### config.mk
export PLATFORM = sky130hd
export DESIGN_NAME = pcs_10g_tx_gearbox
export DESIGN_NICKNAME = d
export VERILOG_FILES = /design/src/rtl/pcs_10g_tx_gearbox.sv
export SDC_FILE = /design/constraint.sdc
export NUM_CORES = 1
export LEC_CHECK = 0
export CORE_MARGIN = 2
export CORE_UTILIZATION = 45
export DETAILED_ROUTE_END_ITERATION = 6
export PLACE_DENSITY = 0.74
export SLEW_MARGIN = 15
export SYNTH_ARGS = -nofsm -noshare
export SYNTH_HDL_FRONTEND = slang
export SYNTH_SLANG_ARGS = --single-unit
### constraint.sdc
create_clock -name tx_par_clk -period 2.9 [get_ports tx_par_clk]
set_input_delay 0.58 -clock tx_par_clk [delete_from_list [all_inputs] [get_ports tx_par_clk]]
set_output_delay 0.58 -clock tx_par_clk [all_outputs]
set_load 0.005 [all_outputs]
### src/rtl/pcs_10g_tx_gearbox.sv
// pcs_10g_tx_gearbox: 66b->64b TX gearbox packing 32 blocks into 33 words, LSB-first;
// optional idle-block insertion on underflow when PCS_TX_GEARBOX_IDLE_INSERT_EN is defined
module pcs_10g_tx_gearbox #(
    parameter int DATA_W  = 64,
    parameter int HEAD_W  = 2,
    parameter int BLOCK_W = HEAD_W + DATA_W
) (
    input  logic              tx_par_clk,
    input  logic              reset,
    input  logic              valid_i,
    input  logic [HEAD_W-1:0] head_i,
    input  logic [DATA_W-1:0] data_i,
    output logic              ready_o,
    output logic [DATA_W-1:0] tx_par_data_o,
    output logic [5:0]        seq_o
`ifdef PCS_TX_GEARBOX_IDLE_INSERT_EN
    ,
    output logic              underflow_o
`endif
);
    logic [63:0]        res_q, res_d, tx_q, tx_d;
    logic [5:0]         seq_q, seq_d;
    logic [BLOCK_W-1:0] blk;
    logic [127:0]       wide;
    logic               last;

    assign last          = seq_q == 6'd32;
    assign ready_o       = !reset && !last;
    assign tx_par_data_o = tx_q;
    assign seq_o         = seq_q;

`ifdef PCS_TX_GEARBOX_IDLE_INSERT_EN
    logic uf_q, uf_d;
    assign blk         = valid_i ? {data_i, head_i} : {64'h0000_0000_0000_001E, 2'b10};
    assign uf_d        = ready_o && !valid_i;
    assign underflow_o = uf_q;
    // underflow flag aligned with the output word carrying the idle block
    always_ff @(posedge tx_par_clk) begin
        uf_q <= reset ? 1'b0 : uf_d;
    end
`else
    logic unused_valid;
    assign unused_valid = valid_i;
    assign blk          = {data_i, head_i};
`endif

    // residual occupies the low 2*seq bits; new block lands just above it
    always_comb begin
        wide  = {{(128-BLOCK_W){1'b0}}, blk} << {seq_q, 1'b0};
        tx_d  = last ? res_q : wide[63:0] | res_q;
        res_d = last ? 64'd0 : wide[127:64];
        seq_d = last ? 6'd0 : seq_q + 6'd1;
    end

    // state registers, reset drops any residual bits
    always_ff @(posedge tx_par_clk) begin
        if (reset) begin
            tx_q  <= '0;
            res_q <= '0;
            seq_q <= '0;
        end else begin
            tx_q  <= tx_d;
            res_q <= res_d;
            seq_q <= seq_d;
        end
    end
endmodule

After elaboration in Yosys (flattened, before gate mapping)
Index checks and enable logic that the tools add are counted.
Word-level totals
  register bits: 134
Operators by class
  add/subtract/negate cells: 1
  eq/ne operators: 1
  shifts and indexed selects: 1
  multiplexer cells: 1
  bitwise logic cells: 1
  reductions and logical operators: 4
Operator list (number)
  $shl 66x7->128: 1
  $mux 64: 1
  $or 64x64->64: 1
  $add 6x1->6 const B: 1
  $eq 6x6->1 const B: 1
  $logic_not 1->1: 2
  $reduce_or 2->1: 1
  $logic_and 1x1->1: 1

Longest topological paths before layout
Gate-level depths: netlist of the first run.
  depth after elaboration: 3
  mapped depth: 12
  mapped depth without buffers: 6

Worst setup path after synthesis of the first run
Ideal clock, no wire load.
  path kind: reg-to-output
  start: reg seq_q[0], in the netlist seq_o[0]
  end: out ready_o
  arrival time: 2.077 ns
  path slack: 0.243 ns
  stages on the path, launching flop included: 11
  cells stage by stage: dfxtp_1 > buf_6 > buf_4 > buf_2 > buf_2 > inv_1 > ha_1 > a31o_1 > clkbuf_1 > inv_2 > clkbuf_1
On the way
  cells in the longest elaborated chain, start to end: 3
RTL lines
  from (decl): RTL line 22  | logic [5:0] seq_q, seq_d;
  from (signal assigned): RTL line 64  | seq_q <= seq_d;
  $eq 6x6->1: RTL line 27  | assign last = seq_q == 6'd32;
  $logic_not 1->1: RTL line 28  | assign ready_o = !reset && !last;
  $logic_and 1x1->1: RTL line 28
  to (decl): RTL line 13  | output logic ready_o,
Every way passes these cells.

Final worst setup path of the first run
Ends and elaborated chain as after synthesis.

==> metrics.txt, run 1 <==
pre-CTS WS roughly 0.084 ns; H-tree levels 4; vias per cell 6.547; kind of critical path reg2out; syn_area_per_cell 9.727 sq um; Max Cap Viol 0; Clock Pin Slew Worst Setup and Hold Paths 0.06 ns; Seq/Total Area, Yosys 0.3211; Clk Latency, worst-skew pair about 0.43 ns; share of cells above drive strength 1 0.2214; DRT iter0 DRCs 1021; via count ~8200; adder-cell share of the synthesized area 0.002995; clock tree sinks 134; syn_nets slightly above 900; Synth Area in Simple Gates 0.1129; multi-input logic area 5274 sq um; WHS 0.4303 ns; crit path DAT between 2 and 2.5 ns; Top Ports 140; setup ws final 0.1264 ns; gr ovfl total 0; top-count cell post-synth dfxtp_1; flops & latches, synth 134; Clock Path Buffers 2; synthesized cell area 8356 sq um; Critical Path RT 2.32 ns; Final HPWL DP 23.55 mm; leading area contributor after synthesis dfxtp_1; delay-heaviest family, CP buffers and inverters; WP buf/inv 3; number of global-route vias before repair 7693; Num CTS Buffers 17; critical path peak fanout 17; Initial DRT Pass Iterations 6; worst path cell trace inv_1 > ha_1 > a31o_1 > inv_2 > clkdlybuf4s50_1; Post-Place Cells 1218; top cells by count, synth dfxtp_1 (134), nor2_1 (90), mux4_2 (64); Setup Skew around 0.020 ns; peak supply drop approximately 0.4 mV; Post-Route WL 30.74 mm; crit start category flip-flop; CTS tree done; DIE HEIGHT 140.3 microns; drt drc 0; CORE AREA 18090 sq um; Critical-path top delay cell dfxtp_4; # setup viols final 0; Area contributors post-synth dfxtp_1 (32%), mux4_2 (17%), mux2_2 (6.1%); period utilization 0.9564; Worst-Margin Slew approximately 0.93 ns; largest family of logic cells by synthesized area multiplexers; Pwr Density 541.6 nW/um^2; Routed Antenna Nets 0; Reg area 2693 sq um; crit path capture type primary output; Synth top area share 0.3211; post-synthesis xor/xnor area fraction 0.004193; yosys warns 0; multiplexer share of the synthesized area 0.2931; first-pass GRT wire length roughly 46 mm; status completed; max incr delay on CP around 0.52 ns; compound-cell area share of the yosys netlist 0.2180; Final Hold Viols 0; async set-or-reset flop fraction in the synthesized netlist 0; Layout fillers 1608; post-cts gate resize count 0; synthesized instance count 859; unrepaired setup endpoints after global routing no; EDFF count, synth 0; Hold Path Class reg2reg; Final min period 2.774 ns; Final TNS setup 0 ns; CTS Hold Bufs 0; Non-Filler Instances ~1300; count of cell types in the netlist 64; # nets final roughly 1100; Post-synth top flop dfxtp_1; die area 19670 sq um; std cell rows 49; wire per inst approximately 25 microns; max-slew violations 0; port bufs 138; largest net degree at the start of global routing between 40 and 50; Starting Density 0.4620; Post-CTS Setup Repair Bufs 0; max frequency approximately 360 MHz; GRT Util Overall 0.3110; Root Driver clkbuf_16; Leak Pwr 4.084 nW; diodes inserted 0; Worst slew margin 0.3800; Die W 140.3 microns; gpl congestion 0.9908; Area Overhead vs Synth 29.54%; initial antenna violation count 0
[through the flow]
step,utilization,area (sq um),total power [mW]
6_report,0.5985,10820,5.862
5_1_grt,0.5985,10820,6.069
4_1_cts,0.5985,10820,5.843
3_5_place_dp,0.5680,10270,3.859
3_3_place_gp,0.5680,10270,3.848
2_1_floorplan,-,8356,2.999
[cell type report]
cell class | count | area share
clock buffers | 19 | 0.04184
multi-input cells | 632 | 0.4872
clock inverters | 13 | 0.009016
repair buffers | 210 | 0.1822
flip-flops and latches | 134 | 0.2488
well taps | 229 | 0.02647
inverters | 13 | 0.004508
[state kept, by name, summed over array words and instances (netlist names)]
register,flops
seq_o,6
tx_par_data_o,64
res_q,64
[power breakdown]
part | switching, mW | leakage [nW] | internal [mW]
Sequential | 0.0506 | 1.10 | 1.97
Clock | 0.848 | 0.262 | 1.14
Combinational | 0.957 | 2.72 | 0.896
[cells by family after synthesis]
group	Yosys count
AOI/OAI and AO/OA	256
xor gates and xnor gates	4
adders and majority gates	2
buffers and inverters	93
DFF	134
muxes	159
and+or+nand+nor	211
[cell usage in the layout, fill, tap and decap left out, types with 5 or more instances in the layout]
cell type,count
a21oi_1,54
buf_4,68
a22oi_1,13
mux2i_1,50
a22o_1,9
inv_1,10
o21ai_1,15
mux2_2,45
a221oi_1,7
nor2_1,90
dfxtp_1,130
a32o_1,5
o221ai_1,8
mux4_2,64
o211ai_1,7
nand4_1,5
o2bb2ai_1,11
nor2b_1,5
nand2_1,51
nand3_1,14
a21o_1,7
a31oi_1,12
o31a_1,5
nor3_1,17
o22ai_1,26
clkbuf_16,17
o32a_1,5
clkdlybuf4s50_1,138
o21ai_0,10
a211oi_1,10
o221a_1,6
o21a_1,17
[routing by layer]
metal	vias to the layer above	wire length (microns)	global-route usage
li1	3624	-	-
met1	3943	12660	0.4328
met2	550	13620	0.4732
met3	67	3656	0.08479
met4	0	804	0.09835
met5	-	0	0
[path summary, 6_finish.rpt]
check,start,to,slack (ns),depth (start not counted)
min reg2reg,res_q[55],tx_par_data_o[55],0.43,1
max,seq_o[0],ready_o,0.13,5
max reg2reg,seq_o[0],res_q[30],0.31,7
min,res_q[55],tx_par_data_o[55],0.43,1
(Power assumes the default switching activity.)
==> run 2, diff against run 1 <==
--- a/config.mk
+++ b/config.mk
@@ -5,7 +5,7 @@
 export SDC_FILE = /design/constraint.sdc
 export NUM_CORES = 1
 export LEC_CHECK = 0
-export CORE_MARGIN = 2
+export CORE_MARGIN = 3
 export CORE_UTILIZATION = 45
 export DETAILED_ROUTE_END_ITERATION = 6
 export PLACE_DENSITY = 0.74
==> run 2 against run 1 <==
- first-iteration DRC count rose by 5.2%
- sequential cell count did not move
- sequential share of layout area fell by 0.072 points
- non-clock buffer count fell by 2
- largest power group is now the clock network
==> metrics.txt, run 2 (synthesis gave the netlist of run 1 again) <==
Clk Latency, worst-skew pair 0.44 ns; Critical-path top delay cell dfxtp_4; CORE AREA 18090 sq um; Hold Path Class reg2reg; unrepaired setup endpoints after global routing no; Routed Antenna Nets 0; Die W between 100 and 150 microns; Initial DRT Pass Iterations 5; status completed; clock tree sinks about 130; diodes inserted 0; total power roughly 6.0 mW; Num CTS Buffers 17; # nets final 1077; via count ~8200; wire per inst 24.94 microns; first-pass GRT wire length 47.04 mm; number of global-route vias before repair 7874; gpl congestion 0.9728; critical path peak fanout 12; Final Hold Viols 0; Placed Area between 10000 and 15000 sq um; DIE HEIGHT roughly 140 microns; CTS Hold Bufs 0; Final Cell Area about 11000 sq um; max incr delay on CP 0.51 ns; largest net degree at the start of global routing 42; Final HPWL DP 23.40 mm; Area Overhead vs Synth 29.92%; Clock Path Buffers 2; peak supply drop 0.3883 mV; max frequency 372.0 MHz; vias per cell ~6.6; Pwr Density 556.9 nW/um^2; # setup viols final 0; Final min period around 2.7 ns; commonest non-fill, non-tap cell in the layout clkdlybuf4s50_1; GRT Util Overall 0.3055; Max Cap Viol 0; Worst-Margin Slew 1.034 ns; Worst slew margin 0.3083; port bufs 138; kind of critical path reg2out; std cell rows 49; crit start category flip-flop; share of cells above drive strength 1 0.2198; drt drc 0; gr ovfl total 0; period utilization 0.9270; Critical Path RT 2.32 ns; DRT iter0 DRCs 1074; crit path capture type primary output; Post-Route WL 31.13 mm; Clock Pin Slew Worst Setup and Hold Paths 0.06 ns; commonest non-fill, non-tap cells in the layout clkdlybuf4s50_1 (138), dfxtp_1 (130), nor2_1 (90); max-slew violations 0; Root Driver clkbuf_16; die area 20240 sq um; worst path cell trace inv_1 > ha_1 > a31o_1 > inv_2 > clkdlybuf4s50_1; Leak Pwr between 4 and 5 nW; initial antenna violation count 0; CTS tree done; crit path DAT between 2 and 2.5 ns; Final TNS setup 0 ns; H-tree levels 4; Top Ports 140; Setup Skew 0.01737 ns; Starting Density 0.4620
-- run 2: power by group --
part / switching (mW) / leakage, nW / internal [mW]
clock: 0.894 / 0.292 / 1.29
sequential: 0.0505 / 1.10 / 1.97
combinational: 0.956 / 2.71 / 0.891
-- run 2: final timing paths --
kind	start	to	slack [ns]	cells past startpoint
worst max-delay path	seq_o[0]	ready_o	0.21	5
worst min-delay path	res_q[54]	tx_par_data_o[54]	0.43	1
worst max register to register	seq_o[0]	res_q[20]	0.27	6
worst min register to register	res_q[54]	tx_par_data_o[54]	0.43	1
-- run 2: timing repair --
item	in CTS	in global routing
buffers inserted	0	1
resized for setup	0	0
endpoints found under the setup margin	0	1
-- run 2: metal layers --
| layer | up-vias | global-route usage | part of all wire |
|---|---|---|---|
| met1 | 3959 | 0.4278 | 0.40 |
| met3 | 75 | 0.07157 | 0.12 |
| met2 | 567 | 0.4691 | 0.45 |
| li1 | 3634 | - | - |
| met5 | - | 0 | 0 |
| met4 | 0 | 0.1000 | 0.028 |
-- run 2: cell type report --
| cell class | count | area, sq um |
|---|---|---|
| tap | 229 | 286.5 |
| clock inverter | 15 | 163.9 |
| timing repair buffer | 208 | 1964 |
| sequential | 134 | 2693 |
| multi-input combinational | 632 | 5274 |
| fill | 1547 | 7231 |
| clock buffer | 17 | 425.4 |
| inverter | 13 | 48.80 |
-- run 2: stage by stage --
stage	setup slack [ns]	hold WS, ns	utilization	std cells
after detailed placement	0.1011	0.4144	0.5668	1215
after floorplan	0.2435	0.4034	-	859
after global routing	0.1236	0.4375	0.6002	1248
after CTS	0.02386	0.4298	0.5994	1247
final	0.2116	0.4303	0.6002	1248
after global placement	0.1214	0.4163	0.5668	1215
-- run 2: worst max-delay path, delay by kind of cell (launching register included) --
kind | cells | cell delay (ns)
buffers and inverters | 3 | 0.73
flip-flops | 1 | 0.51
adder cells (fa/ha/maj) | 1 | 0.23
AO/OA/AOI/OAI | 1 | 0.21
